**src/rtl/riscv_i32_trace_capture_if.sv**
```systemverilog
// Readout handshake between the trace-capture controller (master) and a debug/APB host (slave).
interface riscv_i32_trace_capture_if;
    logic        rd_valid;
    logic        rd_ack;
    logic [31:0] rd_pc;
    logic        rd_branch_taken;
    logic [31:0] rd_branch_target;

    modport master (
        output rd_valid, rd_pc, rd_branch_taken, rd_branch_target,
        input  rd_ack
    );

    modport slave (
        input  rd_valid, rd_pc, rd_branch_taken, rd_branch_target,
        output rd_ack
    );
endinterface

```
**src/rtl/riscv_i32_trace_capture.sv**
```systemverilog
// Trace-capture controller: circular retire-record buffer sequenced through arm, history, post-trigger capture and readout.
// Optional compressed branch trace is enabled by defining RISCV_I32_TRACE_CAPTURE_BRANCH_ONLY_EN.
module riscv_i32_trace_capture #(
    parameter int DEPTH_LOG2 = 4
) (
    input  logic                       clk,
    input  logic                       clk__enable,
    input  logic                       reset_n,
    input  logic                       trace_valid,
    input  logic [31:0]                pc,
    input  logic                       branch_taken,
    input  logic [31:0]                branch_target,
    input  logic                       ctl_arm,
    input  logic                       ctl_abort,
    input  logic [31:0]                trigger_pc,
    input  logic [DEPTH_LOG2:0]        post_count,
    riscv_i32_trace_capture_if.master  rd,
    output logic [1:0]                 state,
    output logic [DEPTH_LOG2:0]        fill,
    output logic                       wrapped
);
    localparam int D = 1 << DEPTH_LOG2;
    localparam logic [DEPTH_LOG2:0] FULL = (DEPTH_LOG2 + 1)'(D);

    typedef enum logic [1:0] {
        IDLE    = 2'd0,
        ARMED   = 2'd1,
        CAPTURE = 2'd2,
        DONE    = 2'd3
    } state_e;

    state_e                  state_q, state_d;
    logic [DEPTH_LOG2-1:0]   wrPtr_q, wrPtr_d;
    logic [DEPTH_LOG2-1:0]   rdPtr_q, rdPtr_d;
    logic [DEPTH_LOG2:0]     fill_q, fill_d;
    logic                    wrapped_q, wrapped_d;
    logic [DEPTH_LOG2:0]     postCnt_q, postCnt_d;
    logic [64:0]             mem_q [D];

    logic                    capturing;
    logic                    triggerHit;
    logic                    logEn;
    logic                    wrEn;
    logic                    rdValid;
    logic [DEPTH_LOG2:0]     postClamp;
    logic [DEPTH_LOG2:0]     postLoad;
    logic [64:0]             headRec;

    assign capturing  = (state_q == ARMED) || (state_q == CAPTURE);
    assign triggerHit = (state_q == ARMED) && trace_valid && (pc == trigger_pc);

`ifdef RISCV_I32_TRACE_CAPTURE_BRANCH_ONLY_EN
    // The trigger record is kept even when it is not a taken branch.
    assign logEn = capturing && trace_valid && (branch_taken || triggerHit);
`else
    assign logEn = capturing && trace_valid;
`endif

    assign wrEn = logEn && !ctl_abort;

    assign postClamp = (post_count == '0)  ? (DEPTH_LOG2 + 1)'(1) :
                       (post_count > FULL) ? FULL : post_count;
    assign postLoad  = postClamp - 1'b1;

    assign rdValid = (state_q == DONE) && (fill_q != '0);
    assign headRec = mem_q[rdPtr_q];

    always_comb begin
        state_d   = state_q;
        wrPtr_d   = wrPtr_q;
        rdPtr_d   = rdPtr_q;
        fill_d    = fill_q;
        wrapped_d = wrapped_q;
        postCnt_d = postCnt_q;

        if (ctl_abort) begin
            state_d   = IDLE;
            fill_d    = '0;
            wrapped_d = 1'b0;
        end else begin
            case (state_q)
                IDLE: begin
                    if (ctl_arm) begin
                        state_d   = ARMED;
                        fill_d    = '0;
                        wrPtr_d   = '0;
                        rdPtr_d   = '0;
                        wrapped_d = 1'b0;
                    end
                end
                ARMED, CAPTURE: begin
                    // A full buffer drops its oldest record to make room for the new one.
                    if (logEn) begin
                        wrPtr_d = wrPtr_q + 1'b1;
                        if (fill_q == FULL) begin
                            rdPtr_d   = rdPtr_q + 1'b1;
                            wrapped_d = 1'b1;
                        end else begin
                            fill_d = fill_q + 1'b1;
                        end
                    end
                    if (state_q == ARMED) begin
                        if (triggerHit) begin
                            postCnt_d = postLoad;
                            state_d   = (postLoad == '0) ? DONE : CAPTURE;
                        end
                    end else if (logEn) begin
                        postCnt_d = postCnt_q - 1'b1;
                        if (postCnt_q == (DEPTH_LOG2 + 1)'(1)) begin
                            state_d = DONE;
                        end
                    end
                end
                DONE: begin
                    if (fill_q == '0) begin
                        state_d = IDLE;
                    end else if (rd.rd_ack) begin
                        rdPtr_d = rdPtr_q + 1'b1;
                        fill_d  = fill_q - 1'b1;
                    end
                end
                default: state_d = IDLE;
            endcase
        end
    end

    always_ff @(posedge clk) begin
        if (!reset_n) begin
            state_q   <= IDLE;
            wrPtr_q   <= '0;
            rdPtr_q   <= '0;
            fill_q    <= '0;
            wrapped_q <= 1'b0;
            postCnt_q <= '0;
        end else if (clk__enable) begin
            state_q   <= state_d;
            wrPtr_q   <= wrPtr_d;
            rdPtr_q   <= rdPtr_d;
            fill_q    <= fill_d;
            wrapped_q <= wrapped_d;
            postCnt_q <= postCnt_d;
        end
    end

    // Storage is not reset; only records between the pointers are ever presented.
    always_ff @(posedge clk) begin
        if (reset_n && clk__enable && wrEn) begin
            mem_q[wrPtr_q] <= {pc, branch_taken, branch_target};
        end
    end

    assign rd.rd_valid         = rdValid;
    assign rd.rd_pc            = rdValid ? headRec[64:33] : 32'd0;
    assign rd.rd_branch_taken  = rdValid ? headRec[32]    : 1'b0;
    assign rd.rd_branch_target = rdValid ? headRec[31:0]  : 32'd0;

    assign state   = state_q;
    assign fill    = fill_q;
    assign wrapped = wrapped_q;
endmodule

```
**src/flat_wrapper.sv**
```systemverilog
// flat-port wrapper written by rule: the top's interface ports become plain ports
module riscv_i32_trace_capture_flat 
#(
    parameter int DEPTH_LOG2 = 4
)
  (clk, clk__enable, reset_n, trace_valid, pc, branch_taken, branch_target, ctl_arm, ctl_abort, trigger_pc, post_count, state, fill, wrapped, rd_rd_valid, rd_rd_pc, rd_rd_branch_taken, rd_rd_branch_target, rd_rd_ack);
  riscv_i32_trace_capture_if rd_i ();
  input  logic clk;
  input  logic clk__enable;
  input  logic reset_n;
  input  logic trace_valid;
  input  logic [31:0] pc;
  input  logic branch_taken;
  input  logic [31:0] branch_target;
  input  logic ctl_arm;
  input  logic ctl_abort;
  input  logic [31:0] trigger_pc;
  input  logic [DEPTH_LOG2:0] post_count;
  output logic [1:0] state;
  output logic [DEPTH_LOG2:0] fill;
  output logic wrapped;
  output wire logic [$bits(rd_i.rd_valid)-1:0] rd_rd_valid;
  output wire logic [$bits(rd_i.rd_pc)-1:0] rd_rd_pc;
  output wire logic [$bits(rd_i.rd_branch_taken)-1:0] rd_rd_branch_taken;
  output wire logic [$bits(rd_i.rd_branch_target)-1:0] rd_rd_branch_target;
  input wire logic [$bits(rd_i.rd_ack)-1:0] rd_rd_ack;
  assign rd_rd_valid = rd_i.rd_valid;
  assign rd_rd_pc = rd_i.rd_pc;
  assign rd_rd_branch_taken = rd_i.rd_branch_taken;
  assign rd_rd_branch_target = rd_i.rd_branch_target;
  assign rd_i.rd_ack = rd_rd_ack;
  riscv_i32_trace_capture #(.DEPTH_LOG2(DEPTH_LOG2)) u_core (.clk(clk), .clk__enable(clk__enable), .reset_n(reset_n), .trace_valid(trace_valid), .pc(pc), .branch_taken(branch_taken), .branch_target(branch_target), .ctl_arm(ctl_arm), .ctl_abort(ctl_abort), .trigger_pc(trigger_pc), .post_count(post_count), .rd(rd_i), .state(state), .fill(fill), .wrapped(wrapped));
endmodule
```
**config.mk**
```make
export PLATFORM = sky130hd
export DESIGN_NAME = riscv_i32_trace_capture_flat
export DESIGN_NICKNAME = d
export VERILOG_FILES = /design/src/rtl/riscv_i32_trace_capture_if.sv /design/src/rtl/riscv_i32_trace_capture.sv /design/src/flat_wrapper.sv
export SDC_FILE = /design/constraint.sdc
export NUM_CORES = 1
export LEC_CHECK = 0
export BUFFER_PORTS_ARGS = -buffer_cell sky130_fd_sc_hd__buf_2
export CAP_MARGIN = 15
export CORE_AREA = 4 4 260 262
export CTS_BUF_LIST = sky130_fd_sc_hd__clkbuf_8
export DETAILED_ROUTE_END_ITERATION = 6
export DIE_AREA = 0 0 264 266
export PLACE_DENSITY = 0.82
export SYNTH_ARGS = -nofsm -noshare
export SYNTH_HDL_FRONTEND = slang
export SYNTH_SLANG_ARGS = --single-unit
```
**constraint.sdc**
```tcl
create_clock -name clk -period 9.4 [get_ports clk]
set_clock_uncertainty 0.2 [all_clocks]
set_input_delay 2.82 -clock clk [delete_from_list [all_inputs] [get_ports clk]]
set_output_delay 2.82 -clock clk [all_outputs]
set_load 0.05 [all_outputs]
```
==> results.json <==
{
  "start_util": 0.635,
  "synth_warnings": 0,
  "antenna_found_initial": 15,
  "rsz0062_at_grt": "false",
  "post_cts_buffers": 0,
  "vias": 20100,
  "cts_tree": "done",
  "syn_to_final_growth_pct": 11.6,
  "cts_root_buf": "clkbuf_8",
  "syn-cell-area_sq_um": 41500,
  "hold_viol": 0,
  "grt_overflow": 0,
  "cts.clk_slew.worst_paths_ns": 0.06,
  "p_comb_frac": 0.022,
  "fin_hold_ws_ns": 0.304,
  "drive_above_1_share": 0.347,
  "syn_inst": 1779,
  "routed_wl_mm": 93.1,
  "grt_pass1_wl_mm": 138,
  "period_share": 0.754,
  "synth_flop_cell": "edfxtp_1",
  "yosysTopAreaCell": "edfxtp_1",
  "cp-start-kind": "flip-flop",
  "io_buffers": 182,
  "cts_buffer_depth": 3,
  "numCtsBuffers": 163,
  "end_kind": "primary output",
  "pwr-share-clk": 0.388,
  "period_minus_slack_ns": 7.09,
  "fmax_mhz": 141,
  "die-height_um": 266,
  "switching_share": 0.210,
  "nets": 2197,
  "power.density_nw_per_um2": 191,
  "yosys.cell_types.count": 50,
  "die-area_sq_um": 70200,
  "synth_edf_count": 1040,
  "coreArea_sq_um": 65400,
  "finalSetupTns_ns": 0,
  "syn-num-nets": 1904,
  "wl_per_cell_um": 30.3,
  "syn_avg_cell_area_sq_um": 23.3,
  "status": "finished clean",
  "intPower_w": 0.00699,
  "routabilityCongestion": 0.767,
  "cts.sinks": 1065,
  "cts_htree_levels": 4,
  "ys_seq_area_frac": 0.764,
  "grt_max_degree": 154,
  "grt_pass1_vias": 21200,
  "drt_iter0_markers": 2501,
  "die_w_um": 264,
  "hpwl_mm": 47.4,
  "cp.arrival_ns": 4.07,
  "max-slew-margin-rel": 0.157,
  "cts_resized": 0,
  "cap_violations": 0,
  "slew_viol_final": 0,
  "worst_slew_pin_slew_ns": 1.26,
  "io_pins": 183,
  "final_core_util": 0.709,
  "setup_viol_count_final": 0,
  "min_path_type": "flip-flop to flip-flop",
  "worstPathRequired_ns": 6.38,
  "synthTopCellsByCount": "edfxtp_1 (1040), mux4_2 (325), and2_1 (66)",
  "via_per_inst": 6.56,
  "synthArstFlopShare": 0,
  "cp_max_fo": 153,
  "crit_type": "flip-flop to primary output",
  "synthTopCellsByArea": "edfxtp_1 (75%), mux4_2 (18%), dfxtp_1 (1.2%)",
  "drc": 0,
  "drtPass1Iterations": 7,
  "seqPwrFrac": 0.589,
  "fill_cells": 3716,
  "synth_top_area_share": 0.752,
  "ys_ff_latch": 1065,
  "yosysMostFrequentCell": "edfxtp_1",
  "ir_drop_mv": 0.144,
  "clk_latency_ns": 0.80,
  "switchingPower_w": 0.00186,
  "grtUsageTotal": 0.271,
  "drtAntennaViolNets": 0,
  "core.rowCount": 94,
  "postCtsHoldBufs": 0,
  "leakagePower_nw": 14.6
}
[registers in the layout, summed over array words and instances, names as in the netlist, named ones only]
name and count:
u_core.postCnt_q 5, u_core.wrapped 1, u_core.rdPtr_q 4, u_core.state 2, u_core.fill 5, u_core.mem_q 1040
u_core.wrPtr_q 4
[stage by stage]
stage          total power (W)  instances  setup slack [ns]  cell area (sq um)
3_5_place_dp           0.00551       2771              3.26              43400
5_1_grt                0.00917       3068              2.21              46400
4_1_cts                0.00889       3064              2.36              46300
6_report               0.00885       3070              2.31              46400
2_1_floorplan          0.00541       1779             0.811              41500
3_3_place_gp           0.00550       2771              3.27              43400
[power groups by stage]
stage | registers, W | clock network, W | logic, W
floorplan | 0.00532 | 0 | 0.0000904
global placement | 0.00531 | 0 | 0.000185
detailed placement | 0.00531 | 0 | 0.000197
CTS | 0.00521 | 0.00348 | 0.000198
global route | 0.00521 | 0.00374 | 0.000217
finish | 0.00521 | 0.00344 | 0.000198
[per-layer routing]
metal | vias up | part of all wire | global-route usage
met2 | 1217 | 0.52 | 0.442
met1 | 10500 | 0.36 | 0.368
met5 | - | 0.00073 | 0
li1 | 8199 | - | -
met4 | 10 | 0.027 | 0.0948
met3 | 194 | 0.095 | 0.0680
[worst paths after layout]
check,start,cells after the start,endpoint,slack (ns)
hold / removal,u_core.rdPtr_q[2]$_SDFFE_PN0P_,2,flip-flop,0.30
setup / recovery,flip-flop,5,rd_rd_pc[20],2.31
hold reg to reg,u_core.rdPtr_q[2]$_SDFFE_PN0P_,2,flip-flop,0.30
setup reg to reg,u_core.state[0]$_SDFFE_PN0P_,7,u_core.mem_q[7][57]$_DFFE_PP_,5.26
[final cells by class]
| class | count | area [sq um] | area share |
|---|---|---|---|
| diodes | 6 | 15.0 | 0.000324 |
| multi-input cells | 613 | 9350 | 0.202 |
| clock buffers | 167 | 2300 | 0.0496 |
| flip-flops and latches | 1065 | 31700 | 0.685 |
| repair buffers | 216 | 1220 | 0.0262 |
| clock inverters | 126 | 602 | 0.0130 |
| inverters | 13 | 48.8 | 0.00105 |
| well taps | 864 | 1080 | 0.0233 |
[layout by cell type (no fill, tap or decap), types with 5 or more instances in the layout]
cell type / n
edfxtp_1: 1040
nor2b_1: 5
buf_4: 30
nand3_1: 11
nor4_1: 9
buf_2: 182
a21oi_1: 17
nor3_1: 9
nand2_1: 22
dfxtp_1: 21
ha_1: 15
nor2_1: 11
diode_2: 6
inv_1: 53
nor2_4: 12
clkinv_2: 18
mux4_2: 325
and2_1: 66
clkbuf_8: 167
xnor2_1: 5
inv_6: 7
or4_1: 5
clkinv_1: 53
o21ai_0: 10
xor2_1: 33
or3_1: 5
[logic make-up after synthesis]
family,Yosys count,synth area share
adders and majority gates,16,0.00500
xor gates and xnor gates,38,0.00801
AOI/OAI and AO/OA,57,0.00895
DFF,1065,0.764
buffers and inverters,101,0.0135
muxes,329,0.177
and+or+nand+nor,173,0.0233
[critical path, stage by stage (launching register included)]
cell and delay (ns):
dfxtp_4 0.81, buf_12 0.50, mux4_2 0.46, mux4_2 0.47, and2_1 0.25, buf_2 0.24
No activity file was read; power rests on OpenSTA's default activity.
